--- src/rtl/pipe_pkg.sv ---
// rtl/pipe_pkg.sv - shared payload layout and control-flag positions for pipeline stage registers
package pipe_pkg;

    typedef struct packed {
        logic [15:0] tag;
        logic [31:0] pc;
        logic [4:0]  rs1;
        logic [4:0]  rs2;
        logic [4:0]  rd;
        logic [9:0]  funct;
        logic [31:0] imm;
        logic [6:0]  opcode;
    } decode_payload_t;

    localparam int PIPE_DATA_W = $bits(decode_payload_t);
    localparam int PIPE_CTRL_W = 10;

    localparam int CTRL_SAVE_TO_REG = 0;
    localparam int CTRL_RD_MEMORY   = 1;
    localparam int CTRL_WR_MEMORY   = 2;
    localparam int CTRL_IS_BRANCH   = 3;
    localparam int CTRL_IS_JUMP     = 4;
    localparam int CTRL_ALU_SRC     = 5;
    localparam int CTRL_MEM_TO_REG  = 6;
    localparam int CTRL_LOAD_IMM    = 7;
    localparam int CTRL_IS_CSR      = 8;
    localparam int CTRL_HALT        = 9;

endpackage

--- src/rtl/pipe_skid_entry.sv ---
// rtl/pipe_skid_entry.sv - one valid + data + ctrl holding register with load and clear
module pipe_skid_entry #(
    parameter int DATA_W = 112,
    parameter int CTRL_W = 10
) (
    input  logic              stg_clk,
    input  logic              reset,
    input  logic              load,
    input  logic              clear,
    input  logic [DATA_W-1:0] load_data,
    input  logic [CTRL_W-1:0] load_ctrl,
    output logic              valid,
    output logic [DATA_W-1:0] data,
    output logic [CTRL_W-1:0] ctrl
);

    // Clearing only drops valid and flags; data is kept so an emptied stage still shows its last payload.
    always_ff @(posedge stg_clk or posedge reset) begin
        if (reset) begin
            valid <= 1'b0;
            data  <= '0;
            ctrl  <= '0;
        end else if (clear) begin
            valid <= 1'b0;
            ctrl  <= '0;
        end else if (load) begin
            valid <= 1'b1;
            data  <= load_data;
            ctrl  <= load_ctrl;
        end
    end

endmodule

--- src/rtl/pipe_stage_reg.sv ---
// rtl/pipe_stage_reg.sv - generic valid/ready pipeline stage register with flush and optional skid entry
module pipe_stage_reg
    import pipe_pkg::*;
#(
    parameter int DATA_W = PIPE_DATA_W,
    parameter int CTRL_W = PIPE_CTRL_W,
    parameter int SKID   = 1,
    parameter int CNT_W  = 8
) (
    input  logic              stg_clk,
    input  logic              reset,
    input  logic              in_valid,
    output logic              in_ready,
    input  logic [DATA_W-1:0] in_data,
    input  logic [CTRL_W-1:0] in_ctrl,
    output logic              out_valid,
    input  logic              out_ready,
    output logic [DATA_W-1:0] out_data,
    output logic [CTRL_W-1:0] out_ctrl,
    input  logic              flush,
    output logic [CNT_W-1:0]  drop_cnt
);

    logic              main_valid;
    logic [DATA_W-1:0] main_data;
    logic [CTRL_W-1:0] main_ctrl;
    logic              skid_valid;
    logic [DATA_W-1:0] skid_data;
    logic [CTRL_W-1:0] skid_ctrl;

    logic              in_fire;
    logic              main_load;
    logic              main_clr;
    logic              main_from_skid;
    logic              skid_load;
    logic              skid_clr;
    logic [DATA_W-1:0] main_d;
    logic [CTRL_W-1:0] main_c;

    assign in_fire = in_valid & in_ready;

    always_comb begin
        main_load      = 1'b0;
        main_clr       = 1'b0;
        main_from_skid = 1'b0;
        skid_load      = 1'b0;
        skid_clr       = 1'b0;
        if (flush) begin
            main_clr = 1'b1;
            skid_clr = 1'b1;
        end else if (skid_valid) begin
            if (out_ready) begin
                main_load      = 1'b1;
                main_from_skid = 1'b1;
                skid_clr       = 1'b1;
            end
        end else if (main_valid) begin
            if (out_ready) begin
                if (in_fire) begin
                    main_load = 1'b1;
                end else begin
                    main_clr = 1'b1;
                end
            end else if (in_fire) begin
                skid_load = 1'b1;
            end
        end else if (in_fire) begin
            main_load = 1'b1;
        end
    end

    assign main_d = main_from_skid ? skid_data : in_data;
    assign main_c = main_from_skid ? skid_ctrl : in_ctrl;

    pipe_skid_entry #(
        .DATA_W (DATA_W),
        .CTRL_W (CTRL_W)
    ) u_main (
        .stg_clk   (stg_clk),
        .reset     (reset),
        .load      (main_load),
        .clear     (main_clr),
        .load_data (main_d),
        .load_ctrl (main_c),
        .valid     (main_valid),
        .data      (main_data),
        .ctrl      (main_ctrl)
    );

    generate
        if (SKID == 1) begin : g_skid
            logic in_ready_q;
            logic skid_valid_nxt;

            pipe_skid_entry #(
                .DATA_W (DATA_W),
                .CTRL_W (CTRL_W)
            ) u_skid (
                .stg_clk   (stg_clk),
                .reset     (reset),
                .load      (skid_load),
                .clear     (skid_clr),
                .load_data (in_data),
                .load_ctrl (in_ctrl),
                .valid     (skid_valid),
                .data      (skid_data),
                .ctrl      (skid_ctrl)
            );

            // in_ready is its own flop so out_ready never reaches it combinationally.
            assign skid_valid_nxt = !flush & ((skid_valid & !out_ready) | skid_load);

            always_ff @(posedge stg_clk or posedge reset) begin
                if (reset) begin
                    in_ready_q <= 1'b1;
                end else begin
                    in_ready_q <= !skid_valid_nxt;
                end
            end

            assign in_ready = in_ready_q;
        end else begin : g_no_skid
            assign skid_valid = 1'b0;
            assign skid_data  = '0;
            assign skid_ctrl  = '0;
            assign in_ready   = !main_valid | out_ready;
        end
    endgenerate

    // A beat leaving through out_ready in the flush cycle was consumed, not dropped.
    logic [1:0]     drop_inc;
    logic [CNT_W:0] drop_sum;

    assign drop_inc = {1'b0, main_valid & !out_ready} + {1'b0, skid_valid} + {1'b0, in_fire};
    assign drop_sum = {1'b0, drop_cnt} + {{(CNT_W-1){1'b0}}, drop_inc};

    always_ff @(posedge stg_clk or posedge reset) begin
        if (reset) begin
            drop_cnt <= '0;
        end else if (flush) begin
            drop_cnt <= drop_sum[CNT_W] ? {CNT_W{1'b1}} : drop_sum[CNT_W-1:0];
        end
    end

    assign out_valid = main_valid;
    assign out_data  = main_data;
    assign out_ctrl  = main_valid ? main_ctrl : '0;

endmodule
--- config.mk ---
export PLATFORM = sky130hd
export DESIGN_NAME = pipe_stage_reg
export DESIGN_NICKNAME = d
export VERILOG_FILES = /design/src/rtl/pipe_pkg.sv /design/src/rtl/pipe_skid_entry.sv /design/src/rtl/pipe_stage_reg.sv
export SDC_FILE = /design/constraint.sdc
export NUM_CORES = 1
export LEC_CHECK = 0
export BUFFER_PORTS_ARGS = -buffer_cell sky130_fd_sc_hd__clkbuf_2
export CAP_MARGIN = 20
export CORE_ASPECT_RATIO = 1.4
export CORE_MARGIN = 5
export CORE_UTILIZATION = 25
export CTS_BUF_LIST = sky130_fd_sc_hd__clkbuf_4
export CTS_CLUSTER_DIAMETER = 30
export DETAILED_ROUTE_END_ITERATION = 12
export MAX_ROUTING_LAYER = met4
export PLACE_DENSITY = 0.55
export SYNTH_ARGS = -nofsm -noshare
export SYNTH_HDL_FRONTEND = slang
export SYNTH_SLANG_ARGS = --single-unit
--- constraint.sdc ---
create_clock -name stg_clk -period 11.8 [get_ports stg_clk]
set_input_delay 2.36 -clock stg_clk [delete_from_list [all_inputs] [get_ports stg_clk]]
set_output_delay 2.36 -clock stg_clk [all_outputs]
set_load 0.005 [all_outputs]
# Word level (Yosys, flattened, before mapping)
# Cells that the tools add are included.
[op_classes]
n_addsub = 3
mux = 30
bitwise = 7
reduce_logical = 7
[op_table]
columns = ["cell", "count"]
rows = [
  ["112-bit 2-to-1 mux", 1],
  ["10-bit 2-to-1 mux", 6],
  ["1-bit 2-to-1 mux", 22],
  ["8-bit by 2-bit adder with 9-bit output", 1],
  ["8-bit 2-to-1 mux", 1],
  ["1-bit bitwise AND", 4],
  ["2-bit AND reduction", 2],
  ["2-bit nonzero test", 2],
  ["1-bit zero test", 3],
  ["1-bit by 1-bit adder with 2-bit output", 1],
  ["2-bit by 1-bit adder with 2-bit output", 1],
  ["1-bit NOT", 2],
  ["1-bit bitwise OR", 1],
]
[totals]
register_bits = 255
inputBits = 127
elab_cells = 55

# Depth between registers and ports, before layout
# Gate-level depths: netlist of run 1.
[logic_depth]
depth_word = 9
ltp_mapped = 9

# By module
# A second synthesis of run 1 with hierarchy kept.
[unflattened]
hier_cells = 755
area_unflattened_um2 = 11649.9
[by_module_without_submodules]
columns = ["mod", "n_inst", "cells_per_inst", "area_each_um2", "seq_area_each_um2"]
rows = [
  ["pipe_skid_entry", 2, 273, 4588.2, 3078.0],
  ["pipe_stage_reg", 1, 209, 2473.6, 226.5],
]

# Worst setup path after synthesis of run 1
# No wires, ideal clock.
[synth_path]
path_kind = "input -> register"
from = "input in_valid"
to = "register drop_cnt[6]"
t_arrival_ns = 4.198
slack_ns = 7.477
stages = 9
path_buffers = 1
path_cell_list = "nand2_1 xnor2_1 ha_1 ha_1 fa_1 and3_1 clkbuf_1 nand4_1 mux2_2"
[synth_via]
elab_chain_cells = 4
[synth_lines]
columns = ["element", "line", "rtl"]
rows = [
  ["start: declaration", "pipe_stage_reg.sv:12", "input logic in_valid,"],
  ["1-bit bitwise AND", "pipe_stage_reg.sv:40", "assign in_fire = in_valid & in_ready;"],
  ["2-bit by 1-bit adder with 2-bit output", "pipe_stage_reg.sv:134", "assign drop_inc = {1'b0, main_valid & !out_ready} + {1'b0, skid_valid} + {1'b0, in_fire};"],
  ["8-bit by 2-bit adder with 9-bit output", "pipe_stage_reg.sv:135", "assign drop_sum = {1'b0, drop_cnt} + {{(CNT_W-1){1'b0}}, drop_inc};"],
  ["8-bit 2-to-1 mux", "pipe_stage_reg.sv:141", "drop_cnt <= drop_sum[CNT_W] ? {CNT_W{1'b1}} : drop_sum[CNT_W-1:0];"],
  ["end signal: assignment", "pipe_stage_reg.sv:141", ""],
  ["end: declaration", "pipe_stage_reg.sv:21", "output logic [CNT_W-1:0] drop_cnt"],
]
# No other way between the ends.
# A chain may end at the register's enable or synchronous reset.

# Final worst setup path of run 1
[layout_path]
from = "input out_ready"
to = "register u_main.data[54]"
[layout_via]
elab_chain_cells = 6
[layout_lines]
columns = ["element", "line", "rtl"]
rows = [
  ["start: declaration", "pipe_stage_reg.sv:17", "input logic out_ready,"],
  ["1-bit 2-to-1 mux", "pipe_stage_reg.sv:58", "if (out_ready) begin"],
  ["1-bit 2-to-1 mux", "pipe_stage_reg.sv:57", "end else if (main_valid) begin"],
  ["1-bit 2-to-1 mux", "pipe_stage_reg.sv:51", "end else if (skid_valid) begin"],
  ["1-bit 2-to-1 mux", "pipe_stage_reg.sv:48", "if (flush) begin"],
  ["1-bit NOT (no source line)", "n/a", ""],
  ["2-bit AND reduction (no source line)", "n/a", ""],
  ["end signal: assignment", "pipe_skid_entry.sv:28", "data <= load_data;"],
  ["end: declaration", "pipe_skid_entry.sv:13", "output logic [DATA_W-1:0] data,"],
]
# Parallel ways exist; a longest one is shown, timed or not.

==> metrics, run 1 <==
largest net degree at the start of global routing 125; DRT Wirelength 27.7 mm; total of fill cells in the finished design 4533; DR vias 7141; Initial Utilization 0.253; std cell rows 91; status finished, final reports clean; Arr. time, crit path 4.82 ns; Pint 1.73 mW; Iter 0 DRT Violations 92; synthesized instance count 731; synthesized area 11200 um2; WP data required 12.40 ns; NetSw 0.654 mW; Fmax 0.237 GHz; CTS sink cnt 255; number of global-route vias before repair 8048; Final nets 1158; wire per inst 16.9 um; largest area contributor in the netlist dfrtp_1; Num CTS Buffers 73; root buffer cell clkbuf_4; Gate power share 0.175; Switching Share 0.274; Hold WC Path Type flip-flop to flip-flop; total gr overflow 0; critical setup path kind input port to flip-flop; Syn. warnings 0; PD cells 172 nW/um2; syn_area_per_cell 15.3 um2; final setup vio count 0; PortBufs 258; routability cong. 0.721; Setup crit start kind input port; clock tree buffer depth 3; die boundary width 189 um; Leak 6.50 nW; maxcap violations 0; postcts setup bufs 0; worst reg2reg setup slack 8.70 ns; CP Capture Type flip-flop; GRT Overall Usage 0.118; headroom to the max-slew limit 0.384; Pwr Total 2.39 mW; Resized Gates After CTS 0; clk_lat worst skew 0.73 ns; Clk pwr share 0.330; area grow syn2layout 23.8%; DRT Pass-1 Iters 4; Slew Limit Fails 0; antenna violations before repair 3; via/cell ratio 4.36; Worst-Margin Slew 0.924 ns; TritonCTS clock tree done; unrepaired setup endpoints after global routing false; drt drc 0; Die H 260 um; register bit total from synthesis 255; Max VDD drop 78.2 uV; CP max FO 59; count of final hold-check violations 0; number of H-tree levels 3; Clk pin slew, worst setup/hold paths 0.06 ns; share of the synthesized area in the top cell type 0.568; Seq pwr share 0.495; top cells by area, synth dfrtp_1 57%, mux2_2 29%, mux2_1 4.8%, mux2i_1 1.2%, buf_4 1.1%; layout cell share with drive strength beyond 1 0.628; minimum clock period 4.22 ns; r2r worst-path depth 5; first-pass GRT wire length 44.3 mm; Detailed Place HPWL 18.1 mm; post-route setup TNS 0 ns; share of the yosys chip area belonging to registers 0.570; ANT nets after route 0; hold path depth 1; Die Area 49200 um2; CTS Hold Bufs 0; Yosys cell types 40; Mapped Nets 862; final worst-path cycle share 0.358; Core Area 44200 um2; clock skew 0.0254 ns; # IOs 259
-- layout by cell type (no fill, tap or decap), drive strengths merged, types with 8 or more instances in the layout --
cell	n
clkbuf	365
mux2	337
dfrtp	254
clkinv	16
mux2i	13
a22o	10
and2	10
o2bb2ai	10
nand2	8
a21oi	8
buf	8
-- synthesized netlist by cell type (all sizes together) --
library cell	number
a211oi	1
clkbuf	7
o31a	1
nand3b	1
a31o	1
nand2b	1
dfrtp	254
inv	3
o21ai	1
nor2	2
or4	1
fa	1
a21oi	8
and2	10
nand3	3
ha	3
and4	1
a31oi	1
dfstp	1
or2	1
nand4	1
mux2	337
xnor2	1
o31ai	1
o2bb2ai	10
a21o	1
a22o	10
or3	2
and3	2
nor3	1
mux2i	13
nor4	1
buf	38
nor3b	1
o21ba	2
nand2	8
-- power by group through the flow --
stage / registers [mW] / clock network (mW) / logic, mW
after CTS: 1.19 / 0.844 / 0.432
final: 1.18 / 0.788 / 0.417
after floorplan: 1.18 / 0 / 0.246
after detailed placement: 1.20 / 0 / 0.431
after global placement: 1.19 / 0 / 0.419
after global routing: 1.21 / 0.886 / 0.469
-- worst max-delay path, stage by stage --
cell,delay [ns]
clkbuf_2,0.16
o21ba_2,0.21
nor3_4,0.15
buf_4,0.63
buf_4,0.77
mux2_2,0.42
-- layout make-up --
| type | count | area [um2] | share of cell area |
|---|---|---|---|
| diodes | 3 | 7.51 | 0.000542 |
| clock buffers | 107 | 803 | 0.0579 |
| clock inverters | 18 | 71.3 | 0.00514 |
| inverters | 3 | 18.8 | 0.00135 |
| multi-input cells | 428 | 4520 | 0.326 |
| flip-flops and latches | 255 | 6380 | 0.460 |
| well taps | 558 | 698 | 0.0504 |
| repair buffers | 266 | 1360 | 0.0984 |
-- layer usage --
metal	vias to the layer above	GRT usage	routed length, um	share of wire
met5	-	-	0	0
met4	0	0.0636	930	0.034
met3	58	0.0423	2020	0.073
met2	217	0.194	14200	0.51
met1	3568	0.124	10600	0.38
li1	3298	-	-	-
-- worst paths after layout --
check,start,end
worst min-delay path,u_main.ctrl[4],u_main.ctrl[4]
worst max register to register,g_skid.u_skid.valid,u_main.data[54]
worst max-delay path,out_ready,u_main.data[54]
worst min register to register,u_main.ctrl[4],u_main.ctrl[4]
min in group asynchronous,reset,u_main.data[45]
max in group asynchronous,reset,g_skid.u_skid.data[93]
-- flip-flops by register name, indices dropped and copies added (netlist names) --
name / count
g_skid.u_skid.data: 112
u_main.data: 112
g_skid.u_skid.ctrl: 10
u_main.ctrl: 10
drop_cnt: 8
g_skid.u_skid.valid: 1
in_ready: 1
u_main.valid: 1
-- cells by family after synthesis --
kind of cell | synth area share
muxes | 0.351
and+or+nand+nor | 0.0201
xor gates and xnor gates | 0.000783
AOI/OAI and AO/OA | 0.0256
adders and majority gates | 0.00514
buffers and inverters | 0.0276
DFF | 0.570
-- per-stage QoR --
stage	util	cell area, um2	worst slack (ns)	cells	hold WS (ns)
3_5_place_dp	0.294	13000	6.78	1510	0.470
5_1_grt	0.314	13900	7.54	1638	0.493
3_3_place_gp	0.294	13000	6.80	1510	0.463
4_1_cts	0.314	13900	7.57	1635	0.483
6_report	0.314	13900	7.58	1638	0.478
2_1_floorplan	-	11200	2.43	731	0.449
Power figures use the tool's default switching activity.
==> run 2: changes to the inputs <==
==> constraint.sdc (replaced) <==
create_clock -name stg_clk -period 4.35 [get_ports stg_clk]
set_input_delay 0.87 -clock stg_clk [delete_from_list [all_inputs] [get_ports stg_clk]]
set_output_delay 0.87 -clock stg_clk [all_outputs]
set_load 0.005 [all_outputs]
==> run 2 against run 1 <==
Against the previous run: total power rose to 2.8 times the previous value; sequential share of layout area down 0.73 points; largest power group unchanged; global-route usage about the same; first-iteration DRC count up 28%; flip-flop and latch count unchanged; clock power rose to 2.8 times the previous value; hold slack worse by 0.17 ns; worst setup slack worse by 5.8 ns; register-to-register slack worse by 7.0 ns; via count up 1.2%; sequential power rose to 2.7 times the previous value; wire length down 0.56%.
==> metrics, run 2 (synthesis gave the netlist of run 1 again) <==
status finished, final reports clean; CP max FO 6; final worst setup slack 1.74 ns; unrepaired setup endpoints after global routing false; Buffers & Inverters on Critical Path 0; Die Area 49200 um2; number of global-route vias before repair 8192; Pwr Total 6.59 mW; ANT nets after route 0; Core Area 44200 um2; final instance area 14100 um2; clk_lat worst skew 0.74 ns; critical-path cell list nand2_1 > xnor2_1 > ha_1 > ha_1 > fa_1 > and3_1 > nand4_1 > mux2_2; root buffer cell clkbuf_4; clock skew 0.0399 ns; first-pass GRT wire length 44.7 mm; CTS Hold Bufs 0; PortBufs 258; Clk pin slew, worst setup/hold paths 0.06 ns; WP data required 4.98 ns; via/cell ratio 4.36; Detailed Place HPWL 18.7 mm; CP top delay family adder cells; critical setup path kind flip-flop to flip-flop; DR vias 7227; Max VDD drop 219 uV; Post-DP Area 13100 um2; # IOs 259; final setup vio count 0; minimum clock period 2.61 ns; largest net degree at the start of global routing 85; headroom to the max-slew limit 0.346; most frequent cells in the layout 289 x mux2_2, 258 x clkbuf_2, 254 x dfrtp_1, 105 x clkbuf_4, 48 x mux2_1; count of final hold-check violations 0; maxcap violations 0; postcts setup bufs 0; die boundary width 189 um; pre-CTS setup slack 1.31 ns; Setup crit start kind flip-flop; layout cell share with drive strength beyond 1 0.637; largest registers g_skid.u_skid.data x112, u_main.data x112; area of the multi-input gates 4520 um2; total of fill cells in the finished design 4507; hold slack 0.311 ns; Final nets 1171; Initial Utilization 0.253; DRT Wirelength 27.6 mm; PD cells 468 nW/um2; CTS sink cnt 255; drt drc 0; Worst-Margin Slew 0.978 ns; Slew Limit Fails 0; clock tree buffer depth 3; Worst path max stage delay 0.56 ns; Fmax 0.383 GHz; Resized Gates After CTS 0; Die H 260 um; slowest CP cell dfstp_2; area grow syn2layout 25.8%; Hold WC Path Type input port to asynchronous set/reset pin; DRT Pass-1 Iters 4; Leak 6.62 nW; most common cell after layout, fill and taps aside mux2_2; std cell rows 91; GRT Overall Usage 0.118; register area 6380 um2; final worst-path cycle share 0.600; antenna violations before repair 4; cell mode on critical path ha_1; routability cong. 0.754; TritonCTS clock tree done; Arr. time, crit path 3.24 ns; number of H-tree levels 3; post-route setup TNS 0 ns; wire per inst 16.6 um; Iter 0 DRT Violations 118; Num CTS Buffers 77; CP Capture Type flip-flop; total gr overflow 0
-- run 2: changes by cell type in the layout (fill, tap and decap cells not counted), sizes merged --
cell      delta
bufinv       +1
clkinv       +7
clkbuf       -2
buf          +9
clkinvlp     +1
diode        +5
-- run 2: layer usage --
metal | GRT usage | up-vias | wire length (um)
met4 | 0.0610 | 0 | 1060
met5 | - | - | 0
met2 | 0.196 | 222 | 14000
met1 | 0.125 | 3604 | 10600
li1 | - | 3327 | -
met3 | 0.0424 | 74 | 1900
-- run 2: worst paths after layout --
kind / from / depth (start not counted) / to / slack [ns]
min in group stg_clk: in_data[89] / 2 / g_skid.u_skid.data[89] / 0.35
worst min register to register: g_skid.u_skid.data[108] / 1 / g_skid.u_skid.data[108] / 0.48
worst max register to register: in_ready / 8 / drop_cnt[6] / 1.74
worst max-delay path: in_ready / 8 / drop_cnt[6] / 1.74
worst min-delay path: reset / 2 / u_main.data[52] / 0.31
max in group asynchronous: reset / 4 / in_ready / 3.05
-- run 2: area by class of cell --
class	instances	share of cell area
clock buffers	105	0.0560
inverters	3	0.00107
multi-input cells	428	0.321
flip-flops and latches	255	0.453
clock inverters	27	0.0103
well taps	558	0.0496
diodes	8	0.00142
repair buffers	275	0.108
-- run 2: worst register-to-register path, stage by stage (launching register included) --
cell and delay [ns]:
dfstp_2 0.56, nand2_1 0.14, xnor2_1 0.16, ha_1 0.30, ha_1 0.23, fa_1 0.40, and3_1 0.25, nand4_1 0.11
mux2_2 0.34
-- run 2: per-stage QoR --
step                 util  instances
floorplan               -        731
global placement    0.297       1519
detailed placement  0.297       1519
CTS                 0.318       1651
global route        0.319       1658
finish              0.319       1659
-- run 2: power by group --
group / switching [mW] / leakage (nW) / internal [mW]
Clock: 1.05 / 0.579 / 1.18
Combinational: 0.471 / 2.95 / 0.677
Sequential: 0.294 / 3.10 / 2.92
Total: 1.82 / 6.62 / 4.78
